### src/rtl/glbl_rst_seq.sv
// Reset release sequencer: resets are asserted at once, but released one domain at a
// time in ascending bit order, each after a minimum low time and with a gap between releases.
module glbl_rst_seq #(
    parameter int NUM_RST    = 8,
    parameter int MIN_ASSERT = 16,
    parameter int GAP_CYC    = 4
) (
    input  logic               clk,
    input  logic               s_reset_n,
    input  logic [NUM_RST-1:0] rst_req,
    input  logic               force_rst,
    output logic [NUM_RST-1:0] rst_n_out,
    output logic               busy,
    output logic               rel_pulse
);

    localparam int AW = $clog2(MIN_ASSERT + 1);
    localparam int SW = (NUM_RST > 1) ? $clog2(NUM_RST) : 1;
    localparam logic [AW-1:0] AGE_MAX = AW'(MIN_ASSERT);
    localparam logic [7:0]    GAP_VAL = 8'(GAP_CYC);

    typedef enum logic [1:0] {
        IDLE     = 2'd0,
        WAIT_AGE = 2'd1,
        GAP      = 2'd2
    } state_t;

    state_t             state_r;
    state_t             state_nxt_s;
    logic [SW-1:0]      sel_r;
    logic [SW-1:0]      sel_nxt_s;
    logic [7:0]         gcnt_r;
    logic [7:0]         gcnt_nxt_s;
    logic [NUM_RST-1:0] rst_n_out_r;
    logic [NUM_RST-1:0] rst_n_nxt_s;
    logic [AW-1:0]      age_r     [NUM_RST];
    logic [AW-1:0]      age_nxt_s [NUM_RST];
    logic [NUM_RST-1:0] assert_s;
    logic [NUM_RST-1:0] pending_s;
    logic [NUM_RST-1:0] rel_vec_s;
    logic               release_s;
    logic               release_d_r;
    logic               rel_pulse_r;
    logic               busy_r;
    logic               busy_nxt_s;

    // Saturating increment of a per-domain age counter.
    function automatic logic [AW-1:0] age_inc(input logic [AW-1:0] age);
        logic [AW-1:0] res;
        if (age == AGE_MAX) begin
            res = AGE_MAX;
        end else begin
            res = age + AW'(1);
        end
        return res;
    endfunction

    // Index of the lowest set bit; scanning downwards lets the lowest hit win.
    function automatic logic [SW-1:0] lowest_idx(input logic [NUM_RST-1:0] vec);
        logic [SW-1:0] idx;
        idx = '0;
        for (int i = NUM_RST - 1; i >= 0; i--) begin
            if (vec[i]) begin
                idx = SW'(i);
            end else begin
                idx = idx;
            end
        end
        return idx;
    endfunction

    assign assert_s  = ~rst_req | {NUM_RST{force_rst}};
    assign pending_s = rst_req & ~rst_n_out_r & {NUM_RST{~force_rst}};

    // Release decision, per-bit release strobe and next busy level.
    always_comb begin
        release_s = 1'b0;
        rel_vec_s = '0;
        if ((state_r == WAIT_AGE) && !force_rst && rst_req[sel_r] && (age_r[sel_r] == AGE_MAX)) begin
            release_s = 1'b1;
        end else begin
            release_s = 1'b0;
        end
        for (int i = 0; i < NUM_RST; i++) begin
            rel_vec_s[i] = release_s && (sel_r == SW'(i));
        end
        busy_nxt_s = (state_nxt_s != IDLE);
    end

    // Next-state logic of the sequencing FSM.
    always_comb begin
        state_nxt_s = state_r;
        sel_nxt_s   = sel_r;
        gcnt_nxt_s  = gcnt_r;
        case (state_r)
            IDLE: begin
                if (|pending_s) begin
                    sel_nxt_s   = lowest_idx(pending_s);
                    state_nxt_s = WAIT_AGE;
                end else begin
                    state_nxt_s = IDLE;
                end
            end
            WAIT_AGE: begin
                if (force_rst || !rst_req[sel_r]) begin
                    state_nxt_s = IDLE;
                end else if (release_s) begin
                    if (GAP_CYC == 0) begin
                        state_nxt_s = IDLE;
                    end else begin
                        gcnt_nxt_s  = GAP_VAL;
                        state_nxt_s = GAP;
                    end
                end else begin
                    state_nxt_s = WAIT_AGE;
                end
            end
            GAP: begin
                // A count of 0 can only come from a corrupted register; leave rather than wrap.
                if (force_rst || (gcnt_r <= 8'd1)) begin
                    state_nxt_s = IDLE;
                end else begin
                    gcnt_nxt_s  = gcnt_r - 8'd1;
                    state_nxt_s = GAP;
                end
            end
            default: begin
                state_nxt_s = IDLE;
            end
        endcase
    end

    // Per-domain next reset level and age: assertion always beats release.
    always_comb begin
        rst_n_nxt_s = rst_n_out_r;
        for (int i = 0; i < NUM_RST; i++) begin
            age_nxt_s[i] = age_r[i];
            if (assert_s[i]) begin
                rst_n_nxt_s[i] = 1'b0;
                if (rst_n_out_r[i]) begin
                    age_nxt_s[i] = '0;
                end else begin
                    age_nxt_s[i] = age_inc(age_r[i]);
                end
            end else if (rel_vec_s[i]) begin
                rst_n_nxt_s[i] = 1'b1;
                age_nxt_s[i]   = '0;
            end else if (!rst_n_out_r[i]) begin
                rst_n_nxt_s[i] = 1'b0;
                age_nxt_s[i]   = age_inc(age_r[i]);
            end else begin
                rst_n_nxt_s[i] = 1'b1;
                age_nxt_s[i]   = '0;
            end
        end
    end

    // FSM state, selected domain and gap counter.
    always_ff @(posedge clk or negedge s_reset_n) begin
        if (!s_reset_n) begin
            state_r <= IDLE;
            sel_r   <= '0;
            gcnt_r  <= 8'd0;
        end else begin
            state_r <= state_nxt_s;
            sel_r   <= sel_nxt_s;
            gcnt_r  <= gcnt_nxt_s;
        end
    end

    // Reset outputs and age counters.
    always_ff @(posedge clk or negedge s_reset_n) begin
        if (!s_reset_n) begin
            rst_n_out_r <= '0;
            for (int i = 0; i < NUM_RST; i++) begin
                age_r[i] <= '0;
            end
        end else begin
            rst_n_out_r <= rst_n_nxt_s;
            for (int i = 0; i < NUM_RST; i++) begin
                age_r[i] <= age_nxt_s[i];
            end
        end
    end

    // Status outputs; rel_pulse lags the release edge by one cycle.
    always_ff @(posedge clk or negedge s_reset_n) begin
        if (!s_reset_n) begin
            busy_r      <= 1'b0;
            release_d_r <= 1'b0;
            rel_pulse_r <= 1'b0;
        end else begin
            busy_r      <= busy_nxt_s;
            release_d_r <= release_s;
            rel_pulse_r <= release_d_r;
        end
    end

    assign rst_n_out = rst_n_out_r;
    assign busy      = busy_r;
    assign rel_pulse = rel_pulse_r;

endmodule

### config.mk
export PLATFORM = sky130hd
export DESIGN_NAME = glbl_rst_seq
export DESIGN_NICKNAME = d
export VERILOG_FILES = /design/src/rtl/glbl_rst_seq.sv
export SDC_FILE = /design/constraint.sdc
export NUM_CORES = 1
export LEC_CHECK = 0
export BUFFER_PORTS_ARGS = -buffer_cell sky130_fd_sc_hd__buf_2
export CAP_MARGIN = 10
export CORE_ASPECT_RATIO = 1.5
export CORE_MARGIN = 2
export CORE_UTILIZATION = 55
export CTS_BUF_LIST = sky130_fd_sc_hd__clkbuf_16
export DETAILED_ROUTE_END_ITERATION = 7
export PLACE_DENSITY_LB_ADDON = 0.1
export SETUP_SLACK_MARGIN = 0.02
export SYNTH_ARGS = -nofsm -noshare
export SYNTH_HDL_FRONTEND = slang
export SYNTH_SLANG_ARGS = --single-unit
### constraint.sdc
create_clock -name clk -period 1.81 [get_ports clk]
set_clock_uncertainty 0.05 [all_clocks]
set_input_delay 0 -clock clk [delete_from_list [all_inputs] [get_ports clk]]
set_output_delay 0 -clock clk [all_outputs]
set_load 0.005 [all_outputs]
Yosys cells after proc, flatten, opt, wreduce, memory -nomap -nowiden:

Cells that the tools add are included.
Widths: inputs -> output; s select.

* muxes and demuxes: 79
* eq/ne operators: 21
* bitwise logic cells: 7
* reductions and logical operators: 22
* order comparisons: 3
* add/sub/neg operators: 9

Operators by type and width (count)
* $mux 5: 34
* $eq 5x5->1 const B: 9
* $add 5x1->5 const B: 8
* $mux 1: 27
* $mux 3: 8
* $mux 8: 3
* $and 8x8->8: 2
* $not 8->8: 2
* $pmux 8 s2: 1
* $bmux 5 s3: 1
* $eq 3x3->1 const B: 4
* $logic_and 1x1->1: 11
* $le 8x1->1 const B: 1
* $or 8x8->8: 1
* $reduce_or 8->1: 1
* $sub 8x1->8 const B: 1
* $eq 3x2->1 const B: 2
* $mux 2: 3
* $ne 2x2->1 const B: 3
* $pmux 2 s3: 1
* $ge 4x4->1 const B: 1
* $lt 3x4->1 const B: 1
* $not 3->4: 1
* $reduce_and 4->1: 1
* 11 further kinds: 14

* output and inout bits: 10
* register bits: 64
* bits of input ports: 11
* word-level logic and storage cells: 156

Logic depth before layout (Yosys ltp):

Gate-level depths: netlist of the first run.

* depth after elaboration: 11
* depth in mapped cells: 7
* gate-level depth less buffers: 7

Least setup slack after synthesis of the first run:

Ideal clock, no wire load.

* path kind: register to register
* start: register gcnt_r[3]
* end: register gcnt_r[7]
* period minus slack after synthesis: 1.964 ns
* data required time: 1.642 ns
* path slack: -0.154 ns
* data arrival time: 1.796 ns
* buffers on the path: 0
* stages on the path, launching flop included: 6
* setup time: 0.118 ns
* path through: dfrtp_1 or4_4 or2_0 and3_1 a311o_1 a21o_1

* cells in the longest elaborated chain, start to end: 4
* elaborated cells on any way between the ends: 7
* classes of those cells: add/sub: 1; order compare: 1; eq/ne: 1; mux: 2; reduce/logical: 2

RTL lines
* from (decl): line 32 `logic [7:0] gcnt_r;`
* from (signal assigned): line 167 `gcnt_r <= gcnt_nxt_s;`
* $le 8x1->1: line 120 `if (force_rst || (gcnt_r <= 8'd1)) begin`
* $logic_or 1x1->1: line 120
* $ne 2x2->1 (no line)
* $reduce_and 4->1 (no line)

Parallel ways exist; a longest one is shown, timed or not. The select of a mux whose other input is x is not followed.
A chain may end at the register's enable or synchronous reset.

Final worst setup path of the first run:

* start: register sel_r[1]
* end: register rst_n_out_r[1], in the netlist rst_n_out[1]

* cells in the longest elaborated chain, start to end: 10
* elaborated cells on any way between the ends: 14
* classes of those cells: eq/ne: 2; mux: 8; bitwise: 1; reduce/logical: 3

RTL lines
* from (decl): line 30 `logic [SW-1:0] sel_r;`
* from (signal assigned): line 166 `sel_r <= sel_nxt_s;`
* $not 3->4 (not written as such): line 79 `if ((state_r == WAIT_AGE) && !force_rst && rst_req[sel_r] && (age_r[sel_r] == AGE_MAX)) begin`
* $bmux 5 s3: line 79
* $mux 5 (not written as such) (2 in a row): line 79
* $eq 5x5->1: line 79
* $logic_and 1x1->1: line 79
* $mux 1: line 79
* $logic_and 1x1->1 *: line 85 `rel_vec_s[i] = release_s && (sel_r == SW'(i));`
* $mux 1 *: line 145 `end else if (rel_vec_s[i]) begin`
* $mux 1 *: line 138 `if (assert_s[i]) begin`
* net rst_n_nxt_s[1]: line 35 `logic [NUM_RST-1:0] rst_n_nxt_s;`
* to (signal assigned): line 179 `rst_n_out_r <= rst_n_nxt_s;`
* to (decl): line 34 `logic [NUM_RST-1:0] rst_n_out_r;`

The timed path passes the listed nets; every way through them passes the cells marked *. The select of a mux whose other input is x is not followed.

==> reports/qor.yml, run 1 <==
grt_pass1_wl_um: 15000
setup_tns_ns: -6.24
clock_sinks: 64
dp_hpwl_um: 6200
timing.hold.ws_ns: 0.0273
clk_latency_ns: 0.33
yosysWarningCount: 0
clkPwrFrac_pct: 15.8
r2r_slack_ns: -0.28
power.leakage_nw: 2.41
cts_tree: "built"
fin_nets: 513
port_buffers: 20
holdPathStages: 2
dp_cells: 516
seq_power_share_pct: 28.3
min-delay-start: "force_rst"
synth_fp_nets: 379
critPathLaunch: "sel_r[1]"
combPwrFrac_pct: 55.8
fillers: 362
p_int_mw: 5.66
start_util_pct: 56.1
max_freq_ghz: 0.479
rr_startpoint: "sel_r[1]"
numCtsBuffers: 9
syn_area_um2: 3610
ant_nets: 0
endpoint_kind: "register"
setup_viol: 36
grt_start_max_net_pins: 65
core_region_area_um2: 6440
track_usage_pct: 27.2
rsz0062_at_grt: "true"
cp-start-kind: "register"
synth-edff-count: 0
path_clk_slew_ns: 0.05
io_pins: 21
drcViolationCount: 0
violations: "negative setup slack"
cts_buffer_depth: 2
die-area_um2: 7250
final_cell_mix: "buf_4 (84), dfrtp_1 (61), inv_1 (30)"
avgRoutedWirePerCell_um: 18.4
die_height_um: 103
outcome: "finished with violations"
path_max_fanout: 5
via_per_inst: 5.81
areaGrowthSynthToFinish_pct: 45.1
arrival_ns: 2.25
worst_slack_ns: -0.279
report.final.slew_viol_count: 0
first_global_vias: 3158
max_cap_viol_count: 0
min_period_ns: 2.09
p_sw_share_pct: 39.1
hold_violations: 0
power_mw: 9.30
yosysUniqueCellTypes: 67
avgSynthCellArea_um2: 10.3
overflow: 0
hp-class: "in -> reg"
ys_ff_latch: 64
slew_headroom_pct: 73.8
ys.flop_type: "dfrtp_1"
drt-total-wl_um: 10300
period_share_pct: 115
syn_inst: 350
stdcell_count: 562
r2r_cells: 7
cp.required_ns: 1.97
gp_congestion: 0.900
drtPass1Iterations: 4
yosysSeqAreaShare_pct: 44.3
cts_root_buffer: "clkbuf_16"
pre_cts_ws_ns: -0.279
switchingPower_mw: 3.64
h-tree-depth: 3
criticalPathCategory: "reg -> reg"
tightest_slew_ns: 0.388
synthArstFlopShare_pct: 100
drive_above_1_share_pct: 42.0
final_common_cell: "buf_4"
antenna_cells: 0
powerDensity_nw_per_um2: 1770
drtIter0Drc: 214
ir_drop_uv: 1000
num_vias: 3265
antenna_found_initial: 0
rows: 36
dieWidth_um: 70.2
[worst paths after layout]
kind,endpoint
setup / recovery,rst_n_out[1]
min in group asynchronous,age_r[28]
setup reg to reg,rst_n_out[1]
hold reg to reg,rel_pulse
hold / removal,sel_r[0]
max in group asynchronous,rst_n_out[6]
[power groups by stage]
stage / clock [mW] / sequential [mW] / combinational (mW)
after global routing: 1.57 / 2.69 / 5.62
after detailed placement: 0 / 2.55 / 4.05
after CTS: 1.48 / 2.56 / 4.42
final: 1.47 / 2.64 / 5.19
after global placement: 0 / 2.53 / 3.94
after floorplan: 0 / 2.58 / 2.33
[metal layers]
layer	vias to the layer above	track usage (%)	wire, µm
met5	-	0	0
met4	0	15.7	617
met3	39	5.62	358
met2	102	49.1	5540
met1	1603	29.9	3830
li1	1521	-	-
[what timing repair did]
action                                 in CTS  in global routing
setup endpoints to repair                  51                 52
endpoints found under the hold margin      72                  0
pin swaps                                  30                 31
hold buffers                                9                  0
setup buffers                               6                 21
gates resized for setup                    32                 37
[critical path, cell delays in order, from the launching register on]
cell	delay, ns
dfrtp_2	0.44
mux4_2	0.55
or2_4	0.29
nand3_4	0.09
buf_6	0.13
a2111oi_4	0.04
buf_4	0.17
a31o_1	0.20
[Yosys cell counts (2+ instances only)]
library cell	number	area (µm²)
a2111oi_4	2	55.1
nor4_2	2	25.0
nor2b_1	9	56.3
nor2_1	22	82.6
nand3_1	20	100
o21a_1	5	37.5
nor3_1	19	95.1
clkbuf_1	2	7.51
buf_2	2	10.0
o31ai_1	3	22.5
a31o_1	6	52.6
nand3b_1	2	15.0
a31oi_1	3	18.8
nor4b_1	2	17.5
xor2_1	15	131
nor3_2	3	30.0
ha_1	18	225
nand4_1	2	12.5
and2_1	3	18.8
dfrtp_1	64	1600
a211oi_1	2	15.0
a21o_1	5	37.5
nor4_1	6	37.5
inv_1	29	109
a31o_2	2	17.5
a22oi_1	2	15.0
xnor2_1	3	26.3
nand2_1	21	78.8
a21oi_1	8	40.0
nand2b_1	7	43.8
nor3b_1	12	90.1
o21ai_0	8	40.0
mux2_2	6	67.6
buf_6	2	22.5
[registers in the layout, indices dropped and copies added, names as in the netlist]
name	cells
gcnt_r	8
rel_pulse	1
release_d_r	1
rst_n_out	8
sel_r	3
state_r	2
busy	1
age_r	40
[cells by family (layout without fill, tap and decap cells)]
group                    Yosys count  after routing  synth area share [%]
multiplexers                       8              8                  2.77
XOR/XNOR                          18             18                  4.36
buffers and inverters             36            172                  4.23
flip-flops                        64             64                  44.3
adder cells (fa/ha/maj)           18             18                  6.23
AND/OR/NAND/NOR                  140            140                  22.3
AO/OA/AOI/OAI                     66             66                  15.8
[cell type report]
class                      instances  area, µm²  area share [%]
clock buffer                       9        225            4.30
clock inverter                     4       17.5           0.334
inverter                          30        113            2.15
multi-input combinational        250       2170            41.3
sequential                        64       1610            30.6
tap                               76       95.1            1.81
timing repair buffer             129       1020            19.4
[stage by stage]
stage                     utilization [%]  area [µm²]
after floorplan                         -        3630
after detailed placement             67.9        4370
final                                81.4        5240
after CTS                            75.8        4880
after global routing                 81.4        5240
after global placement               67.9        4370
No activity file was read; power rests on OpenSTA's default activity.
==> run 2, diff against run 1 <==
BUFFER_PORTS_ARGS = -buffer_cell sky130_fd_sc_hd__buf_4   (was -buffer_cell sky130_fd_sc_hd__buf_2)
==> reports/qor.yml, run 2 (synthesis gave the netlist of run 1 again) <==
port_buffers: 20  # unchanged
multi_input_area_um2: 2060  # -5.0%
stdcell_count: 550  # -2.1%
grt_start_max_net_pins: 65  # unchanged
rows: 36  # unchanged
clk_latency_ns: 0.33  # about the same
via_per_inst: 5.79  # -0.38%
hold_violations: 0  # unchanged
drtPass1Iterations: 4  # unchanged
drt-total-wl_um: 9330  # -9.8%
cp-start-kind: "register"
power.leakage_nw: 2.30  # -4.6%
final_cell_mix: "buf_4 (102), dfrtp_1 (63), inv_1 (31)"
path_max_fanout: 7  # +2
gp_congestion: 0.953  # +5.9%
use_met3_pct: 4.36  # -1.3 points
cts_tree: "built"
r2r-end: "rst_n_out[5]"
power_mw: 8.65  # -7.0%
post-route-cell-area_um2: 5020  # -4.2%
ant_nets: 0  # unchanged
max_freq_ghz: 0.475  # -0.79%
critPathLaunch: "sel_r[1]"
cts_buffer_depth: 2  # unchanged
dieWidth_um: 70.2  # unchanged
dp_cells: 513  # -0.58%
placed_area_um2: 4390  # +0.34%
dp_hpwl_um: 6380  # +3.0%
grt_pass1_wl_um: 14900  # -0.19%
fin_nets: 498  # -2.9%
ir_drop_uv: 928  # -7.2%
gr-usage-met2_pct: 49.4  # +0.29 points
criticalPathCategory: "reg -> reg"
antenna_found_initial: 0  # unchanged
largest_register_ffs: 40  # unchanged
io_pins: 21  # unchanged
outcome: "finished with violations"
die-area_um2: 7250  # unchanged
period_share_pct: 116  # +0.92 points
path_clk_slew_ns: 0.05  # about the same
violations: "negative setup slack"
slew_headroom_pct: 45.6  # -28 points
fin_util_pct: 78.0  # -3.4 points
r2r_cells: 9  # +2
clock_sinks: 64  # unchanged
setup_tns_ns: -7.36  # -1.12 ns
setup_viol: 45  # +25%
numCtsBuffers: 9  # unchanged
timing.hold.ws_ns: 0.0747  # +0.0474 ns
num_vias: 3183  # -2.5%
worst_slack_ns: -0.295  # -0.0166 ns
start_util_pct: 56.1  # unchanged
tightest_slew_ns: 0.816  # +0.428 ns
die_height_um: 103  # unchanged
track_usage_pct: 26.8  # -0.46 points
drtIter0Drc: 191  # -11%
grt.busiest_layer: "met2"
final_common_cell: "buf_4"
cp-endpoint: "rst_n_out[5]"
fillers: 419  # +16%
min_period_ns: 2.11  # +0.0166 ns
first_global_vias: 3238  # +2.5%
cp.required_ns: 2.03  # +0.06 ns
h-tree-depth: 3  # unchanged
drive_above_1_share_pct: 36.1  # -5.9 points
report.final.slew_viol_count: 0  # unchanged
max_cap_viol_count: 0  # unchanged
grtUsageMet1_pct: 29.9  # +0.057 points
areaGrowthSynthToFinish_pct: 39.1
rr_startpoint: "sel_r[1]"
regMostFlops: "age_r"
hp-class: "in -> reg"
endpoint_kind: "register"
powerDensity_nw_per_um2: 1720  # -2.9%
r2r_slack_ns: -0.30  # -0.02 ns
pre_cts_ws_ns: -0.306  # -0.0268 ns
arrival_ns: 2.33  # +0.08 ns
drcViolationCount: 0  # unchanged
overflow: 0  # unchanged
antenna_cells: 0  # unchanged
core_region_area_um2: 6440  # unchanged
cts_root_buffer: "clkbuf_16"
avgRoutedWirePerCell_um: 17.0  # -7.9%
regArea_um2: 1600  # -0.16%
rsz0062_at_grt: "true"
run 2: worst min path at each step:
stage,startpoint,end,depth (start not counted)
2_1_floorplan,s_reset_n,age_r[0],0
3_3_place_gp,s_reset_n,age_r[39],1
3_5_place_dp,s_reset_n,age_r[38],1
4_1_cts,rst_req[0],rst_n_out[0],3
5_1_grt,rst_req[0],rst_n_out[0],3
6_report,rst_req[0],rst_n_out[0],3
run 2: report_power, final:
group	leakage, nW	switching (mW)	internal, mW
registers	0.783	0.500	2.07
logic	1.39	2.24	2.33
clock network	0.130	0.605	0.898
total	2.30	3.35	5.31
run 2: final cells by class:
class                           instances  share of cell area, %
Clock inverter                          7                  0.623
Multi-Input combinational cell        250                   41.0
Sequential cell                        64                   31.9
Timing Repair Buffer                  114                   17.9
Clock buffer                            9                   4.48
Inverter                               30                   2.24
Tap cell                               76                   1.89
run 2: what timing repair did:
action	CTS	global route
hold endpoints to repair	73	0
pin swaps	14	16
setup buffers	5	7
gates resized for setup	18	15
endpoints found under the setup margin	50	51
hold buffers	10	0
run 2: worst max-delay path, stage by stage (launching register included):
cell,delay (ns)
dfrtp_2,0.48
buf_4,0.17
buf_4,0.14
inv_1,0.09
a311o_2,0.18
nand4_4,0.20
buf_4,0.21
nor4_4,0.18
buf_4,0.21
o21a_1,0.13
run 2: metal layers:
layer	wire length, µm	part of all wire (%)
met1	3630	39
met2	5110	55
met3	327	3.5
met4	267	2.9
met5	0	0
==> run 3, diff against run 2 <==
CELL_PAD_IN_SITES_DETAIL_PLACEMENT = 0   (was unset)
CELL_PAD_IN_SITES_GLOBAL_PLACEMENT = 2   (was unset)
CORE_UTILIZATION = 36   (was 55)
==> reports/qor.yml, run 3 (synthesis gave the netlist of run 1 again) <==
power.leakage_nw: 2.45  # +6.3%
outcome: "finished with violations"
io_pins: 21  # unchanged
p_int_mw: 5.86  # +10%
tightest_slew_ns: 0.418  # -0.398 ns
regArea_um2: 1600  # unchanged
cts_tree: "built"
dp_hpwl_um: 7000  # +9.7%
rows: 44  # +22%
clk_latency_ns: 0.33  # about the same
setup_viol: 40  # -11%
drtPass1Iterations: 8  # +4
p_sw_share_pct: 36.9  # -1.8 points
h-tree-depth: 3  # unchanged
cts_buffer_depth: 2  # unchanged
avgRoutedWirePerCell_um: 15.5  # -8.5%
first_global_vias: 3386  # +4.6%
port_buffers: 20  # unchanged
cp.required_ns: 1.98  # -0.05 ns
areaGrowthSynthToFinish_pct: 48.9
met3_length_um: 163  # -50%
dp_cells: 565  # +10%
antenna_cells: 0  # unchanged
stdcell_count: 611  # +11%
numCtsBuffers: 9  # unchanged
slew_headroom_pct: 72.1  # +27 points
max_freq_ghz: 0.482  # +1.4%
overflow: 0  # unchanged
hold_violations: 0  # unchanged
drt-total-wl_um: 9480  # +1.6%
highest_layer: "met4"
gp_congestion: 0.770  # -19%
seq_power_share_pct: 27.3  # -2.5 points
powerDensity_nw_per_um2: 1730  # +0.20%
clock_sinks: 64  # unchanged
arrival_ns: 2.25  # -0.08 ns
path_clk_slew_ns: 0.06  # about the same
num_vias: 3169  # -0.44%
drtIter0Drc: 83  # -57%
die_height_um: 127  # +23%
rsz0062_at_grt: "true"
antenna_found_initial: 0  # unchanged
wl_met1_um: 3790  # +4.6%
period_share_pct: 115  # -1.6 points
ir_drop_uv: 826  # -11%
r2r_cells: 8  # -1
report.final.slew_viol_count: 0  # unchanged
fillers: 879  # +110%
drcViolationCount: 1  # +1
grt_start_max_net_pins: 37  # -43%
wl_met2_um: 5310  # +3.9%
violations: "design-rule violations, negative setup slack"
largest_register_ffs: 40  # unchanged
dieWidth_um: 85.8  # +22%
via_per_inst: 5.19  # -10%
start_util_pct: 37.1  # -19 points
holdPathStages: 3  # unchanged
r2r_slack_ns: -0.27  # +0.03 ns
final_cell_mix: "buf_4 (109), dfrtp_1 (63), inv_1 (28)"
die-area_um2: 10900  # +50%
min_period_ns: 2.08  # -0.0285 ns
worst_slack_ns: -0.267  # +0.0285 ns
multi_input_area_um2: 2090  # +1.7%
combPwrFrac_pct: 54.6  # +1.7 points
cts_root_buffer: "clkbuf_16"
switchingPower_mw: 3.42  # +2.2%
pre_cts_ws_ns: -0.359  # -0.0528 ns
endpoint_kind: "register"
ant_nets: 0  # unchanged
drive_above_1_share_pct: 40.3  # +4.2 points
final_common_cell: "buf_4"
grt_pass1_wl_um: 16100  # +7.7%
hp-class: "in -> reg"
max_cap_viol_count: 0  # unchanged
cp-start-kind: "register"
core_region_area_um2: 9740  # +51%
track_usage_pct: 19.1  # -7.7 points
fin_nets: 520  # +4.4%
path_max_fanout: 6  # -1
criticalPathCategory: "reg -> reg"
regMostFlops: "age_r"
clkPwrFrac_pct: 18.0  # +0.6 points
==> run 3: power by group through the flow <==
| stage | sequential [mW] | combinational [mW] | clock (mW) |
|---|---|---|---|
| finish | 2.54 | 5.07 | 1.67 |
| global route | 2.62 | 5.64 | 1.78 |
| CTS | 2.53 | 4.87 | 1.72 |
| detailed placement | 2.54 | 4.28 | 0 |
| global placement | 2.53 | 4.23 | 0 |
| floorplan | 2.58 | 2.33 | 0 |
==> run 3: worst paths after layout <==
check | from | end
max reg2reg | sel_r[1] | rst_n_out[3]
max in group asynchronous | s_reset_n | sel_r[1]
max | sel_r[1] | rst_n_out[3]
min | rst_req[0] | rst_n_out[0]
min in group asynchronous | s_reset_n | age_r[26]
min reg2reg | release_d_r | rel_pulse
==> run 3: metrics by stage <==
| step | utilization, % | hold slack, ns | instance area, µm² | TNS, ns | power, mW |
|---|---|---|---|---|---|
| after global placement | 46.6 | -0.0894 | 4550 | -9.12 | 6.76 |
| after global routing | 55.2 | 0.0842 | 5380 | -11.03 | 10.0 |
| after detailed placement | 46.6 | -0.0882 | 4550 | -10.42 | 6.82 |
| after floorplan | - | -0.346 | 3630 | -0.737 | 4.92 |
| final | 55.2 | 0.0702 | 5380 | -6.31 | 9.28 |
| after CTS | 53.6 | 0.0440 | 5230 | -6.37 | 9.12 |
==> run 3: worst max-delay path, cell delays in order, from the launching register on <==
cell and delay (ns):
dfrtp_2 0.41, buf_6 0.13, mux4_2 0.52, or2_4 0.28
nand3_4 0.10, buf_6 0.12, a2111oi_4 0.03, buf_4 0.16
a31o_1 0.18
==> run 3: final cells by class <==
cell class              count  share of cell area, %
multi-input cells         250                   38.9
flip-flops and latches     64                   29.8
repair buffers            136                   21.1
clock buffers               9                   4.19
well taps                 115                   2.68
inverters                  30                   2.09
clock inverters             7                   1.16
==> run 3: routing by layer <==
metal | vias to the layer above | track usage, %
li1 | 1541 | -
met1 | 1577 | 21.2
met2 | 35 | 35.5
met3 | 16 | 3.12
met4 | 0 | 7.66
met5 | - | 0
==> run 3: timing repair <==
action | CTS | global route
setup endpoints to repair | 52 | 52
setup buffers | 16 | 9
cloned | 0 | 0
hold buffers | 10 | 0
pin swaps | 25 | 25
resized for setup | 40 | 16
hold endpoints to repair | 73 | 0
